File: src/rtl/i2c_write_arbiter.sv
// i2c_write_arbiter
//
// Round-robin arbiter and sequencer sharing one single-byte I2C register-write
// engine between NUM_REQ requesters. The winner's device address, register
// address and data byte are latched and held while the engine runs. Each
// transaction ends on engine done or on timeout. A forced idle gap then lets
// the engine return to its reset state before the next grant.
//
// Ports:
//   clk, rst        clock, synchronous active-high reset
//   req             per-requester level request
//   req_dev_addr    7-bit device address per requester, slice i = [7i+6:7i]
//   req_reg_addr    8-bit register address per requester
//   req_data        8-bit data byte per requester
//   grant           one-hot, high while the owner's transaction is running
//   ack_done        one-cycle pulse on completion
//   ack_err         one-cycle pulse on timeout
//   busy            high whenever the sequencer is not idle
//   send_enable     engine enable
//   dev_addr        engine device address
//   dev_inner_addr  engine register address
//   send_data       engine data byte
//   send_done       engine done level, only observed while running

module i2c_write_arbiter #(
   parameter int unsigned NUM_REQ        = 4,
   parameter int unsigned TIMEOUT_CYCLES = 4096,
   parameter int unsigned GAP_CYCLES     = 8
) (
   input  logic                 clk,
   input  logic                 rst,
   input  logic [NUM_REQ-1:0]   req,
   input  logic [7*NUM_REQ-1:0] req_dev_addr,
   input  logic [8*NUM_REQ-1:0] req_reg_addr,
   input  logic [8*NUM_REQ-1:0] req_data,
   output logic [NUM_REQ-1:0]   grant,
   output logic [NUM_REQ-1:0]   ack_done,
   output logic [NUM_REQ-1:0]   ack_err,
   output logic                 busy,
   output logic                 send_enable,
   output logic [6:0]           dev_addr,
   output logic [7:0]           dev_inner_addr,
   output logic [7:0]           send_data,
   input  logic                 send_done
);

   localparam int unsigned IdxW = (NUM_REQ > 1) ? $clog2(NUM_REQ) : 1;
   localparam int unsigned TmoW = $clog2(TIMEOUT_CYCLES);
   localparam int unsigned GapW = $clog2(GAP_CYCLES);

   localparam logic [1:0] StIdle = 2'd0;
   localparam logic [1:0] StRun  = 2'd1;
   localparam logic [1:0] StGap  = 2'd2;

   logic [1:0]         state_q, state_d;
   logic [IdxW-1:0]    last_q, last_d;
   logic [TmoW-1:0]    tmo_q, tmo_d;
   logic [GapW-1:0]    gap_q, gap_d;
   logic [NUM_REQ-1:0] grant_q, grant_d;
   logic [NUM_REQ-1:0] ack_done_q, ack_done_d;
   logic [NUM_REQ-1:0] ack_err_q, ack_err_d;
   logic               busy_q, busy_d;
   logic               send_enable_q, send_enable_d;
   logic [6:0]         dev_addr_q, dev_addr_d;
   logic [7:0]         inner_q, inner_d;
   logic [7:0]         data_q, data_d;

   // Per-requester views of the packed field buses.
   logic [6:0] dev_arr  [NUM_REQ];
   logic [7:0] reg_arr  [NUM_REQ];
   logic [7:0] data_arr [NUM_REQ];

   for (genvar g = 0; g < NUM_REQ; g++) begin : g_unpack
      assign dev_arr[g]  = req_dev_addr[7*g +: 7];
      assign reg_arr[g]  = req_reg_addr[8*g +: 8];
      assign data_arr[g] = req_data[8*g +: 8];
   end

   // Round-robin search starting just after the last owner; the last owner is
   // checked last so it cannot win twice while others are waiting.
   logic [IdxW-1:0] win, cand;
   logic            found;

   always_comb begin
      win   = last_q;
      cand  = '0;
      found = 1'b0;
      for (int k = 1; k <= int'(NUM_REQ); k++) begin
         cand = IdxW'((int'(last_q) + k) % int'(NUM_REQ));
         if (!found && req[cand]) begin
            found = 1'b1;
            win   = cand;
         end
      end
   end

   // last_q holds the current owner while running.
   logic [NUM_REQ-1:0] owner_onehot;
   assign owner_onehot = NUM_REQ'(1) << last_q;

   always_comb begin
      state_d       = state_q;
      last_d        = last_q;
      tmo_d         = tmo_q;
      gap_d         = gap_q;
      grant_d       = grant_q;
      ack_done_d    = '0;
      ack_err_d     = '0;
      send_enable_d = send_enable_q;
      dev_addr_d    = dev_addr_q;
      inner_d       = inner_q;
      data_d        = data_q;

      case (state_q)
         StIdle: begin
            if (found) begin
               dev_addr_d    = dev_arr[win];
               inner_d       = reg_arr[win];
               data_d        = data_arr[win];
               grant_d       = NUM_REQ'(1) << win;
               send_enable_d = 1'b1;
               last_d        = win;
               tmo_d         = '0;
               state_d       = StRun;
            end
         end
         StRun: begin
            // Done takes priority over a coincident timeout.
            if (send_done) begin
               ack_done_d    = owner_onehot;
               grant_d       = '0;
               send_enable_d = 1'b0;
               gap_d         = '0;
               state_d       = StGap;
            end else if (tmo_q == TmoW'(TIMEOUT_CYCLES - 1)) begin
               ack_err_d     = owner_onehot;
               grant_d       = '0;
               send_enable_d = 1'b0;
               gap_d         = '0;
               state_d       = StGap;
            end else begin
               tmo_d = tmo_q + 1'b1;
            end
         end
         StGap: begin
            grant_d       = '0;
            send_enable_d = 1'b0;
            if (gap_q == GapW'(GAP_CYCLES - 1)) begin
               state_d = StIdle;
            end else begin
               gap_d = gap_q + 1'b1;
            end
         end
         default: begin
            grant_d       = '0;
            send_enable_d = 1'b0;
            state_d       = StIdle;
         end
      endcase

      busy_d = (state_d != StIdle);
   end

   always_ff @(posedge clk) begin
      if (rst) begin
         state_q       <= StIdle;
         last_q        <= IdxW'(NUM_REQ - 1);
         tmo_q         <= '0;
         gap_q         <= '0;
         grant_q       <= '0;
         ack_done_q    <= '0;
         ack_err_q     <= '0;
         busy_q        <= 1'b0;
         send_enable_q <= 1'b0;
         dev_addr_q    <= '0;
         inner_q       <= '0;
         data_q        <= '0;
      end else begin
         state_q       <= state_d;
         last_q        <= last_d;
         tmo_q         <= tmo_d;
         gap_q         <= gap_d;
         grant_q       <= grant_d;
         ack_done_q    <= ack_done_d;
         ack_err_q     <= ack_err_d;
         busy_q        <= busy_d;
         send_enable_q <= send_enable_d;
         dev_addr_q    <= dev_addr_d;
         inner_q       <= inner_d;
         data_q        <= data_d;
      end
   end

   assign grant          = grant_q;
   assign ack_done       = ack_done_q;
   assign ack_err        = ack_err_q;
   assign busy           = busy_q;
   assign send_enable    = send_enable_q;
   assign dev_addr       = dev_addr_q;
   assign dev_inner_addr = inner_q;
   assign send_data      = data_q;

endmodule

File: config.mk
export PLATFORM = sky130hd
export DESIGN_NAME = i2c_write_arbiter
export DESIGN_NICKNAME = d
export VERILOG_FILES = /design/src/rtl/i2c_write_arbiter.sv
export SDC_FILE = /design/constraint.sdc
export NUM_CORES = 1
export LEC_CHECK = 0
export BUFFER_PORTS_ARGS = -buffer_cell sky130_fd_sc_hd__buf_4
export CAP_MARGIN = 20
export CORE_MARGIN = 2
export CORE_UTILIZATION = 54
export CTS_BUF_LIST = sky130_fd_sc_hd__clkbuf_8 sky130_fd_sc_hd__clkbuf_16
export DETAILED_ROUTE_END_ITERATION = 16
export PLACE_DENSITY = 0.86
export SLEW_MARGIN = 20
export SYNTH_ARGS = -nofsm -noshare
export SYNTH_HDL_FRONTEND = slang
export SYNTH_SLANG_ARGS = --single-unit
export TNS_END_PERCENT = 30
File: constraint.sdc
create_clock -name clk -period 3.8 [get_ports clk]
set_clock_uncertainty 0.05 [all_clocks]
set_input_delay 0.76 -clock clk [delete_from_list [all_inputs] [get_ports clk]]
set_output_delay 0.76 -clock clk [all_outputs]
set_load 0.1 [all_outputs]
==> Yosys cells after proc, flatten, opt, wreduce, memory -nomap -nowiden <==
Cells that the tools add are included.
{ "word_totals": {"ff_bits": 56, "inputBits": 99, "out_inout_bits": 37, "word_cells": 100} }
{ "classes": {"add_sub_neg": 6, "magnitude_cmp": 5, "n_eq_ne": 9, "n_shift": 2, "muxes": 46, "bitwise": 4, "reduce_logical": 16} }
{ "op_table": {"columns": ["op", "n"], "rows": [
  ["2-to-1 mux 12 bit", 3],
  ["binary-select mux 8 bit (select 2 bit)", 2],
  ["2-to-1 mux 8 bit", 4],
  ["case mux 12 bit (2 select lines)", 1],
  ["2-to-1 mux 2 bit", 8],
  ["binary-select mux 7 bit (select 2 bit)", 1],
  ["2-to-1 mux 7 bit", 2],
  ["adder 12 x 1 -> 12 bit (second input constant)", 1],
  ["equality test 12 bit (second input constant)", 1],
  ["less-than comparator 2 x 3 -> 1 bit (second input constant)", 4],
  ["2-to-1 mux 4 bit", 3],
  ["2-to-1 mux 1 bit", 11],
  ["2-to-1 mux 3 bit", 3],
  ["binary-select mux 1 bit (select 2 bit)", 4],
  ["!= test 2 bit (second input constant)", 4],
  ["case mux 4 bit (2 select lines)", 1],
  ["left shift 1 x 2 -> 4 bit (first input constant)", 2],
  ["case mux 2 bit (3 select lines)", 1],
  ["case mux 3 bit (2 select lines)", 1],
  ["nonzero test 2 bit", 3],
  ["adder 2 x 1 -> 2 bit (second input constant)", 2],
  ["adder 2 bit (second input constant)", 2],
  ["AND reduction 2 bit", 2],
  ["AND reduction 4 bit", 1],
  ["15 further kinds", 21]
]} }

==> Longest topological paths before layout <==
Gate-level depths: netlist of run 1.
{ "logic_depth": {"ltp_word": 17, "ltp_mapped": 11, "ltp_nobuf": 8} }

==> Worst setup path after synthesis of run 1 <==
No wires, ideal clock.
{ "synth_timing": {"path_kind": "input-to-reg", "startpoint": "input port req[0]", "endpoint": "register dev_addr_q[0] (netlist: dev_addr[0])", "setup_ns": 0.115, "arrival_ns": 2.423, "t_required_ns": 3.635, "slack_ns": 1.211, "path_stages": 9, "path_buffers": 3, "path_cell_list": "buf_2 -> mux4_2 -> nand2b_4 -> nand2b_4 -> buf_6 -> buf_6 -> mux2i_1 -> o2111ai_1 -> and3_1"} }
{ "synth_via": {"elab_chain_cells": 16, "elab_cells_between_ends": 27, "cone_classes": "mux: 19; bitwise: 1; reduce/logical: 7"} }
{ "synth_lines": {"columns": ["element", "line_no", "source"], "rows": [
  ["start, declared", "32", "input logic [NUM_REQ-1:0] req,"],
  ["binary-select mux 1 bit (select 2 bit)", "90", "if (!found && req[cand]) begin"],
  ["2-to-1 mux 1 bit (not written as such)", "90", null],
  ["2-to-1 mux 1 bit", "90", null],
  ["logical NOT 1 bit", "90", null],
  ["logical AND 1 bit", "90", null],
  ["2-to-1 mux 1 bit", "90", null],
  ["logical NOT 1 bit", "90", null],
  ["logical AND 1 bit", "90", null],
  ["2-to-1 mux 1 bit", "90", null],
  ["logical NOT 1 bit", "90", null],
  ["logical AND 1 bit", "90", null],
  ["2-to-1 mux 2 bit", "90", null],
  ["inverter 2 -> 3 bit (not written as such)", "117", "dev_addr_d = dev_arr[win];"],
  ["binary-select mux 7 bit (select 2 bit)", "117", null],
  ["2-to-1 mux 7 bit (not written as such) (2 in series)", "117", null],
  ["end signal, assigned", "188", "dev_addr_q <= dev_addr_d;"],
  ["end, declared", "64", "logic [6:0] dev_addr_q, dev_addr_d;"]
]} }
Parallel ways exist; a longest one is shown, timed or not. The select of a mux whose other input is x is not followed.
A chain may end at the register's enable or synchronous reset.

==> Final worst setup path of run 1 <==
{ "layout_timing": {"startpoint": "register last_q[0]", "endpoint": "register inner_q[7] (netlist: dev_inner_addr[7])"} }
{ "layout_via": {"elab_chain_cells": 17, "elab_cells_between_ends": 31, "cone_classes": "add/sub: 4; mux: 19; bitwise: 1; reduce/logical: 7"} }
{ "layout_lines": {"columns": ["element", "line_no", "source"], "rows": [
  ["start, declared", "56", "logic [IdxW-1:0] last_q, last_d;"],
  ["start signal, assigned", "167", "last_q <= IdxW'(NUM_REQ - 1);"],
  ["start signal, assigned", "180", "last_q <= last_d;"],
  ["adder 2 x 1 -> 2 bit", "89", "cand = IdxW'((int'(last_q) + k) % int'(NUM_REQ));"],
  ["binary-select mux 1 bit (select 2 bit)", "90", null],
  ["2-to-1 mux 1 bit (not written as such)", "90", null],
  ["2-to-1 mux 1 bit", "90", null],
  ["logical NOT 1 bit", "90", null],
  ["logical AND 1 bit", "90", null],
  ["2-to-1 mux 1 bit", "90", null],
  ["logical NOT 1 bit", "90", null],
  ["logical AND 1 bit", "90", null],
  ["2-to-1 mux 1 bit", "90", null],
  ["logical NOT 1 bit", "90", null],
  ["logical AND 1 bit", "90", null],
  ["2-to-1 mux 2 bit", "90", null],
  ["inverter 2 -> 3 bit (not written as such)", "118", "inner_d = reg_arr[win];"],
  ["binary-select mux 8 bit (select 2 bit)", "118", null],
  ["2-to-1 mux 8 bit (not written as such) (2 in series)", "118", null],
  ["end signal, assigned", "189", "inner_q <= inner_d;"],
  ["end, declared", "65", "logic [7:0] inner_q, inner_d;"]
]} }
Parallel ways exist; a longest one is shown, timed or not. The select of a mux whose other input is x is not followed.

==> flow_summary_export.csv, run 1 <==
group,metric,value,unit
hold_path,hold_path_end,"gap_q[1]",
route,first_iter_violations,280,
synth,synth_edf_count,0,
hold_path,hold_depth,2,
synth,synth_nets,534,
global_routing,antenna_found_initial,0,
cts,insertion_delay,0.31,ns
route,via_count,3931,
synth,yosys_warnings,0,
worst_setup_path,r2r_slack,0.71,ns
cts,cts_buffers,5,
die,fp-row-count,30,
cts,ctsResizeCount,0,
die,die_x,87.0,µm
timing,relSlewSlack,51.6,%
layout,fillCellCount,533,
die,die_area,7570,µm²
cts,cts_setup_buffers,0,
timing,slew_viol_final,0,
job,max_cap_viol_count,0,
placed_design,placed_area,4700,µm²
hold_path,hp-class,"reg2reg",
synth,yosys-top-cells-area,"dfxtp_1, mux2i_1, o2111ai_1",
synth,avgSynthCellArea,8.70,µm²
hold_path,worstHoldStart,"gap_q[1]",
synth,post_synth_and_or_nand_nor_area_fraction,22.4,%
global_routing,grt_pass1_wl,16600,µm
synth,muxShareOfSynthArea,15.6,%
synth,yosys_register_bits,56,
die,io_pins,136,
synth,synthAdderAreaFrac,2.35,%
timing,tightest_slew,0.719,ns
timing,max_freq,323,MHz
outcome,status,"complete, no violations",
route,wire_per_inst,17.0,µm
placed_design,hpwl,7430,µm
worst_setup_path,r2r_start,"last_q[0]",
synth,ys_seq_area_share,30.1,%
timing,setup-tns-final,0,ns
synth,async_reset_ff_share,0,%
die,start_util,55.4,%
die,coreArea,6720,µm²
route,drc,0,
cts,postCtsHoldBufs,0,
layout,nNetsFinal,651,
route,via_per_inst,6.28,
layout,ff_latch_area,1120,µm²
power_and_ir_drop,irDropWorstVdd,0.776,mV
cts,cts_tree,"done",
cts,cts-root-buf,"clkbuf_8",
global_routing,grt_max_degree,42,
global_routing,grt_pass1_vias,3696,
synth,synth_compound_gate_area_share,21.1,%
synth,synth_xor_area_share,2.86,%
placed_design,port_buffers,135,
synth,yosysTopAreaCell,"dfxtp_1",
synth,yosysUniqueCellTypes,51,
worst_setup_path,ff2ff_path_depth,8,
worst_setup_path,required,3.93,ns
cts,clock-sinks,56,
worst_setup_path,worstReg2RegEnd,"dev_inner_addr[7]",
timing,fin_crit,3.09,ns
synth,yosys.area.top_type_share,30.1,%
layout,finalInstanceArea,4840,µm²
placed_design,gp_congestion,0.881,
worst_setup_path,end_kind,"register",
layout,drive_gt1_share,30.4,%
synth,synth_top_flop_cell,"dfxtp_1",
placed_design,place_inst,617,
timing,hold_ws,0.452,ns
route,drt_wl_total,10600,µm
die,fp.dieH,87.0,µm
worst_setup_path,cp_max_fo,29,
timing,setup_violations,0,
synth,syn-cell-area,3720,µm²
synth,synth.top_cells.by_count,"nor2_1, dfxtp_1, mux2i_1",
timing,hold_viol,0,
power_and_ir_drop,power_density,868,nW/µm²
worst_setup_path,worstSetupPathType,"reg2reg",
timing,rsz0062_at_grt,"no",
synth,netlist_instances,428,
layout,insertedDiodeCount,0,
worst_setup_path,cp.arrival,3.22,ns
timing,finalCritPeriodShare,81.4,%
route,drt_pass1_iterations,6,
layout,final_cells,626,
synth,synth_top_family_by_area,"simple AND/OR/NAND/NOR gates",
global_routing,grt_overflow,0,
power_and_ir_drop,p_leak,0.00224,µW
layout,multiInputGateArea,2400,µm²
cts,htree_levels,2,
synth,synth.most_common_cell,"nor2_1",
cts,cts_buffer_depth,2,
worst_setup_path,cp-start-kind,"register",
layout,syn2layout_area_growth,30.1,%
global_routing,grt_use_total,26.8,%
route,ant_nets,0,
cts,path_clk_slew,0.10,ns
## state kept, by name, summed over array words and instances, names as in the netlist
| name | count |
|---|---|
| tmo_q | 12 |
| ack_done | 4 |
| send_enable | 1 |
| dev_addr | 7 |
| gap_q | 3 |
| ack_err | 4 |
| grant | 4 |
| state_q | 2 |
| busy | 1 |
| dev_inner_addr | 8 |
| send_data | 8 |
| last_q | 2 |
## through the flow
stage / power, µW / utilization, % / setup WS (ns)
2_1_floorplan: 3290 / - / 1.21
3_3_place_gp: 3680 / 70.0 / 0.838
3_5_place_dp: 3750 / 70.0 / 0.705
4_1_cts: 4170 / 71.9 / 0.698
5_1_grt: 4420 / 72.1 / 0.508
6_report: 4200 / 72.1 / 0.709
## final cells by class
type                    count  share of cell area [%]
flip-flops and latches     56                    23.2
inverters                   4                   0.310
clock inverters             1                   0.620
well taps                  80                    2.07
clock buffers               7                    1.99
multi-input cells         335                    49.6
repair buffers            143                    22.2
## worst max-delay path by stage
stage                          from           endpoint  slack, ns  cells past startpoint
after detailed placement     req[0]  dev_inner_addr[7]       0.71                      7
after global placement       req[1]  dev_inner_addr[5]       0.84                      8
after global routing      last_q[0]       send_data[0]       0.51                      8
after floorplan              req[0]        dev_addr[0]       1.21                      9
final                     last_q[0]  dev_inner_addr[7]       0.71                      8
after CTS                 last_q[0]  dev_inner_addr[7]       0.70                      8
## where the power goes
part,leakage [µW],total (µW),switching (µW),internal [µW]
Combinational,0.00172,2960,1910,1050
Sequential,0.000458,818,109,709
Clock,0.0000645,428,195,233
Total,0.00224,4200,2210,1990
## per-layer routing
layer | wire [µm] | GRT usage, %
met1 | 4130 | 31.8
met4 | 180 | 8.95
met2 | 5540 | 48.8
met3 | 759 | 4.27
met5 | 0 | 0
## layout by cell type, fill, tap and decap left out, drive strengths merged, types with 4 or more instances in the layout
master	count
nand3	5
or3	4
mux2i	49
a21oi	15
a22oi	35
nor2	65
o221ai	6
ha	7
clkbuf	7
inv	4
nor3	4
dfxtp	56
and3	20
buf	143
xnor2	9
nand2	26
a32oi	4
nand3b	7
and2	9
nand2b	4
nor4	4
o2111ai	34
## kinds of logic after synthesis
| kind of cell | Yosys count |
|---|---|
| AOI/OAI and AO/OA | 102 |
| DFF | 56 |
| buffers and inverters | 37 |
| adders and majority gates | 7 |
| muxes | 54 |
| and+or+nand+nor | 162 |
| xor gates and xnor gates | 10 |
## worst max-delay path, stage by stage (launching register included)
cell,delay [ns]
dfxtp_2,0.47
inv_1,0.17
ha_1,0.43
mux4_2,0.37
nand2b_4,0.11
nand2b_4,0.31
xnor2_4,0.60
mux2i_1,0.28
o221ai_1,0.15
Note: power is estimated with default switching activity, not from simulation.
==> run 2, diff against run 1 <==
CORE_UTILIZATION = 45   (was 54)
PLACE_DENSITY = 0.77   (was 0.86)
clock period = 2.7 ns   (was 3.8 ns; I/O delays follow)
==> flow_summary_export.csv, run 2 (synthesized netlist as in run 1, its figures left out) <==
group,metric,value,unit
global_routing,grt_pass1_vias,3614,
cts,cts-root-buf,"clkbuf_8",
power_and_ir_drop,power_density,1200,nW/µm²
global_routing,grt_overflow,0,
worst_setup_path,cp.arrival,2.67,ns
route,ant_nets,0,
cts,insertion_delay,0.30,ns
layout,finalInstanceArea,4950,µm²
route,via_per_inst,5.86,
route,via_count,3873,
power_and_ir_drop,irDropWorstVdd,0.752,mV
timing,tightest_slew,1.08,ns
route,drt_wl_total,10400,µm
power_and_ir_drop,p_leak,0.00229,µW
layout,final_common_cell,"buf_4",
die,fp.dieH,95.0,µm
timing,postLayoutSetupSlackWorst,0.190,ns
worst_setup_path,end_kind,"register",
timing,finalCritPeriodShare,93.0,%
placed_design,gp_congestion,0.867,
cts,htree_levels,2,
placed_design,port_buffers,135,
placed_design,preCtsSetupSlack,-0.00895,ns
layout,nNetsFinal,661,
outcome,status,"complete, no violations",
cts,path_clk_slew,0.10,ns
global_routing,grt_use_total,22.7,%
route,drt_pass1_iterations,5,
global_routing,grt_pass1_wl,16600,µm
route,first_iter_violations,246,
timing,relSlewSlack,27.4,%
cts,cts_tree,"done",
job,max_cap_viol_count,0,
route,wire_per_inst,15.7,µm
die,coreArea,8130,µm²
cts,cts_setup_buffers,0,
layout,largest_reg_flops,12,
cts,ctsResizeCount,0,
global_routing,antenna_found_initial,0,
die,io_pins,136,
die,die_area,9020,µm²
timing,setup_violations,0,
worst_setup_path,cp_max_fo,17,
timing,slew_viol_final,0,
worst_setup_path,cp_slowest_cell,"ha_1",
layout,top_register,"tmo_q",
timing,setup-tns-final,0,ns
layout,insertedDiodeCount,0,
cts,postCtsHoldBufs,0,
worst_setup_path,worstSetupPathType,"reg2reg",
timing,max_freq,398,MHz
layout,most-common-layout-cells,"buf_4, nor2_1, dfxtp_1, mux2i_1, a22oi_1",
cts,cts_buffer_depth,2,
timing,hold_ws,0.451,ns
global_routing,grt_max_degree,42,
timing,hold_viol,0,
worst_setup_path,path_cells,"inv_1, ha_1, mux4_2, nor3b_1, a2111o_1, and2_4, buf_4, o2111ai_1, and3_1",
die,fp-row-count,33,
cts,cts_buffers,5,
route,drc,0,
placed_design,placed_area,4860,µm²
die,die_x,95.0,µm
layout,syn2layout_area_growth,33.0,%
hold_path,hp-class,"reg2reg",
worst_setup_path,required,2.86,ns
worst_setup_path,cp-start-kind,"register",
timing,fin_crit,2.51,ns
die,start_util,45.8,%
placed_design,hpwl,7450,µm
layout,drive_gt1_share,31.5,%
timing,rsz0062_at_grt,"no",
worst_setup_path,slowest_delay,0.41,ns
cts,clock-sinks,56,
[run 2: changes by cell type in the layout (fill, tap and decap cells not counted)]
| cell | previous run | this run |
|---|---|---|
| buf_12 | 0 | 3 |
| buf_4 | 142 | 150 |
| inv_1 | 4 | 5 |
| clkbuf_8 | 7 | 6 |
| bufinv_16 | 1 | 0 |
| clkinvlp_4 | 0 | 1 |
| buf_6 | 1 | 0 |
[run 2: report_power, final]
| part | leakage, µW | internal (µW) | switching, µW |
|---|---|---|---|
| combinational | 0.00178 | 1650 | 2710 |
| clock | 0.0000486 | 206 | 271 |
| sequential | 0.000458 | 997 | 120 |
[run 2: worst paths after layout]
check | from | to | slack (ns) | depth (start not counted)
worst max-delay path | last_q[1] | dev_inner_addr[0] | 0.19 | 9
worst min-delay path | grant[2] | grant[2] | 0.45 | 2
worst max register to register | last_q[1] | dev_inner_addr[0] | 0.19 | 9
worst min register to register | grant[2] | grant[2] | 0.45 | 2
[run 2: layout make-up]
type                    instances  area, µm²
multi-input cells             335       2400
inverters                       4       15.0
well taps                     105        131
clock buffers                   6       82.6
repair buffers                153       1190
clock inverters                 2       11.3
flip-flops and latches         56       1120
fillers                       750       3180
[run 2: per-layer routing]
layer	vias up	track usage, %	wire [µm]
met5	-	0	0
met4	0	5.43	174
met3	15	3.59	629
met1	1863	29.0	4280
li1	1867	-	-
met2	128	40.0	5320
[run 2: stage by stage]
step | utilization, % | power [µW] | std cells
final | 60.9 | 5960 | 661
after global routing | 60.9 | 6330 | 661
after CTS | 60.9 | 5990 | 661
after detailed placement | 59.7 | 5510 | 653
after global placement | 59.7 | 5430 | 653
after floorplan | - | 4620 | 428
[run 2: critical path, delay by kind of cell, from the launching register on]
family | cells | cell delay, ns
AND/OR/NAND/NOR | 3 | 0.77
adder cells (fa/ha/maj) | 1 | 0.41
multiplexers | 1 | 0.35
AO/OA/AOI/OAI | 2 | 0.24
buffers and inverters | 2 | 0.24
flip-flops | 1 | 0.34
==> run 3, diff against run 2 <==
BUFFER_PORTS_ARGS = -buffer_cell sky130_fd_sc_hd__buf_2   (was -buffer_cell sky130_fd_sc_hd__buf_4)
==> flow_summary_export.csv, run 3 (synthesized netlist as in run 1, its figures left out) <==
group,metric,value,unit
outcome,status,"complete, no violations",
die,fp-row-count,33,
layout,most-common-layout-cells,"buf_2, nor2_1, dfxtp_1, mux2i_1, a22oi_1",
placed_design,gp_congestion,0.852,
global_routing,grt_use_total,21.9,%
die,start_util,45.8,%
placed_design,placed_area,4500,µm²
timing,hold_viol,0,
route,drt_pass1_iterations,5,
cts,cts_buffers,5,
route,via_per_inst,5.82,
cts,cts_setup_buffers,0,
layout,insertedDiodeCount,0,
layout,drive_gt1_share,31.3,%
worst_setup_path,cp_slowest_cell,"a2111oi_0",
die,die_x,95.0,µm
layout,largest_reg_flops,12,
die,coreArea,8130,µm²
layout,top_register,"tmo_q",
worst_setup_path,r2r_start,"last_q[0]",
timing,finalCritPeriodShare,95.3,%
cts,cts_tree,"done",
route,first_iter_violations,246,
global_routing,grt_overflow,0,
worst_setup_path,cp.arrival,2.76,ns
global_routing,grt_max_degree,38,
hold_path,hp-class,"reg2reg",
worst_setup_path,worstReg2RegEnd,"dev_inner_addr[7]",
worst_setup_path,required,2.89,ns
die,fp.dieH,95.0,µm
worst_setup_path,critPathBufInv,1,
timing,rsz0062_at_grt,"no",
route,drt_wl_total,10200,µm
die,io_pins,136,
placed_design,port_buffers,135,
route,via_count,3832,
timing,tightest_slew,0.588,ns
worst_setup_path,crit_family,"compound AO/OA/AOI/OAI gates",
cts,ctsResizeCount,0,
worst_setup_path,cp_max_fo,21,
cts,path_clk_slew,0.11,ns
global_routing,grt_pass1_wl,16100,µm
worst_setup_path,cp-start-kind,"register",
worst_setup_path,r2r_slack,0.13,ns
global_routing,grt_pass1_vias,3538,
worst_setup_path,worstSetupPathType,"reg2reg",
timing,fin_crit,2.57,ns
global_routing,antenna_found_initial,0,
layout,final_cells,658,
power_and_ir_drop,irDropWorstVdd,0.834,mV
worst_setup_path,slowest_delay,0.52,ns
die,die_area,9020,µm²
job,max_cap_viol_count,0,
layout,final_core_util,56.4,%
worst_setup_path,path_cells,"buf_4, or3b_1, a2111oi_0, a2111o_1, and2_4, nand2_1, o221ai_1",
worst_setup_path,end_kind,"register",
hold_path,hold_path_end,"send_enable",
cts,insertion_delay,0.32,ns
power_and_ir_drop,power_density,1270,nW/µm²
power_and_ir_drop,p_leak,0.00218,µW
cts,cts_buffer_depth,2,
layout,syn2layout_area_growth,23.2,%
timing,slew_viol_final,0,
cts,htree_levels,2,
placed_design,preCtsSetupSlack,-0.0639,ns
layout,final_common_cell,"buf_2",
layout,nNetsFinal,658,
cts,postCtsHoldBufs,0,
route,wire_per_inst,15.5,µm
timing,max_freq,389,MHz
timing,relSlewSlack,60.8,%
cts,cts-root-buf,"clkbuf_8",
placed_design,place_inst,650,
hold_path,hold_depth,2,
cts,clock-sinks,56,
route,drc,0,
layout,finalInstanceArea,4590,µm²
placed_design,hpwl,7430,µm
hold_path,worstHoldStart,"send_enable",
route,ant_nets,0,
timing,postLayoutSetupSlackWorst,0.128,ns
timing,setup_violations,0,
worst_setup_path,ff2ff_path_depth,7,
==> run 3: changes by cell type in the layout (fill, tap and decap cells not counted) <==
cell	delta
inv_1	-1
clkinv_2	+1
buf_4	-138
buf_2	+135
clkbuf_8	-1
clkinv_4	+1
inv_6	+1
clkinvlp_4	-1
==> run 3: through the flow <==
stage / TNS (ns) / power, µW / hold slack [ns]
after floorplan: 0 / 4620 / 0.411
after global placement: 0 / 5270 / 0.428
after detailed placement: -0.0812 / 5350 / 0.430
after CTS: 0 / 5840 / 0.458
after global routing: 0 / 6170 / 0.467
final: 0 / 5800 / 0.454
==> run 3: layer usage <==
metal / global-route usage (%) / vias up / part of all wire [%]
met5: 0 / - / 0
met2: 39.2 / 136 / 51
met4: 4.47 / 0 / 0.47
met1: 27.8 / 1814 / 42
met3: 3.43 / 4 / 6.6
li1: - / 1878 / -
==> run 3: area by class of cell <==
cell class / count / area [µm²]
clock buffer: 5 / 68.8
inverter: 4 / 15.0
timing repair buffer: 150 / 826
fill: 737 / 3550
clock inverter: 3 / 22.5
tap: 105 / 131
sequential: 56 / 1120
multi-input combinational: 335 / 2400
==> run 3: how the worst max path moves through the flow <==
stage                     cells past startpoint      start  slack, ns                end
after floorplan                              10  last_q[0]       0.17           grant[0]
after global placement                        7     req[0]       0.19       send_data[0]
after global routing                          7  last_q[0]       0.03  dev_inner_addr[7]
after detailed placement                      7     req[0]      -0.06  dev_inner_addr[7]
after CTS                                     7  last_q[0]       0.11  dev_inner_addr[7]
final                                         7  last_q[0]       0.13  dev_inner_addr[7]
==> run 3: where the power goes <==
part	internal, µW	total, µW	switching [µW]
clock network	187	481	294
registers	997	1110	110
logic	1500	4210	2720
total	2680	5800	3120
==> run 3: worst min-delay path: stages (launching register included) <==
cell	delay [ns]
dfxtp_1	0.35
a21oi_1	0.06
nor2_1	0.07
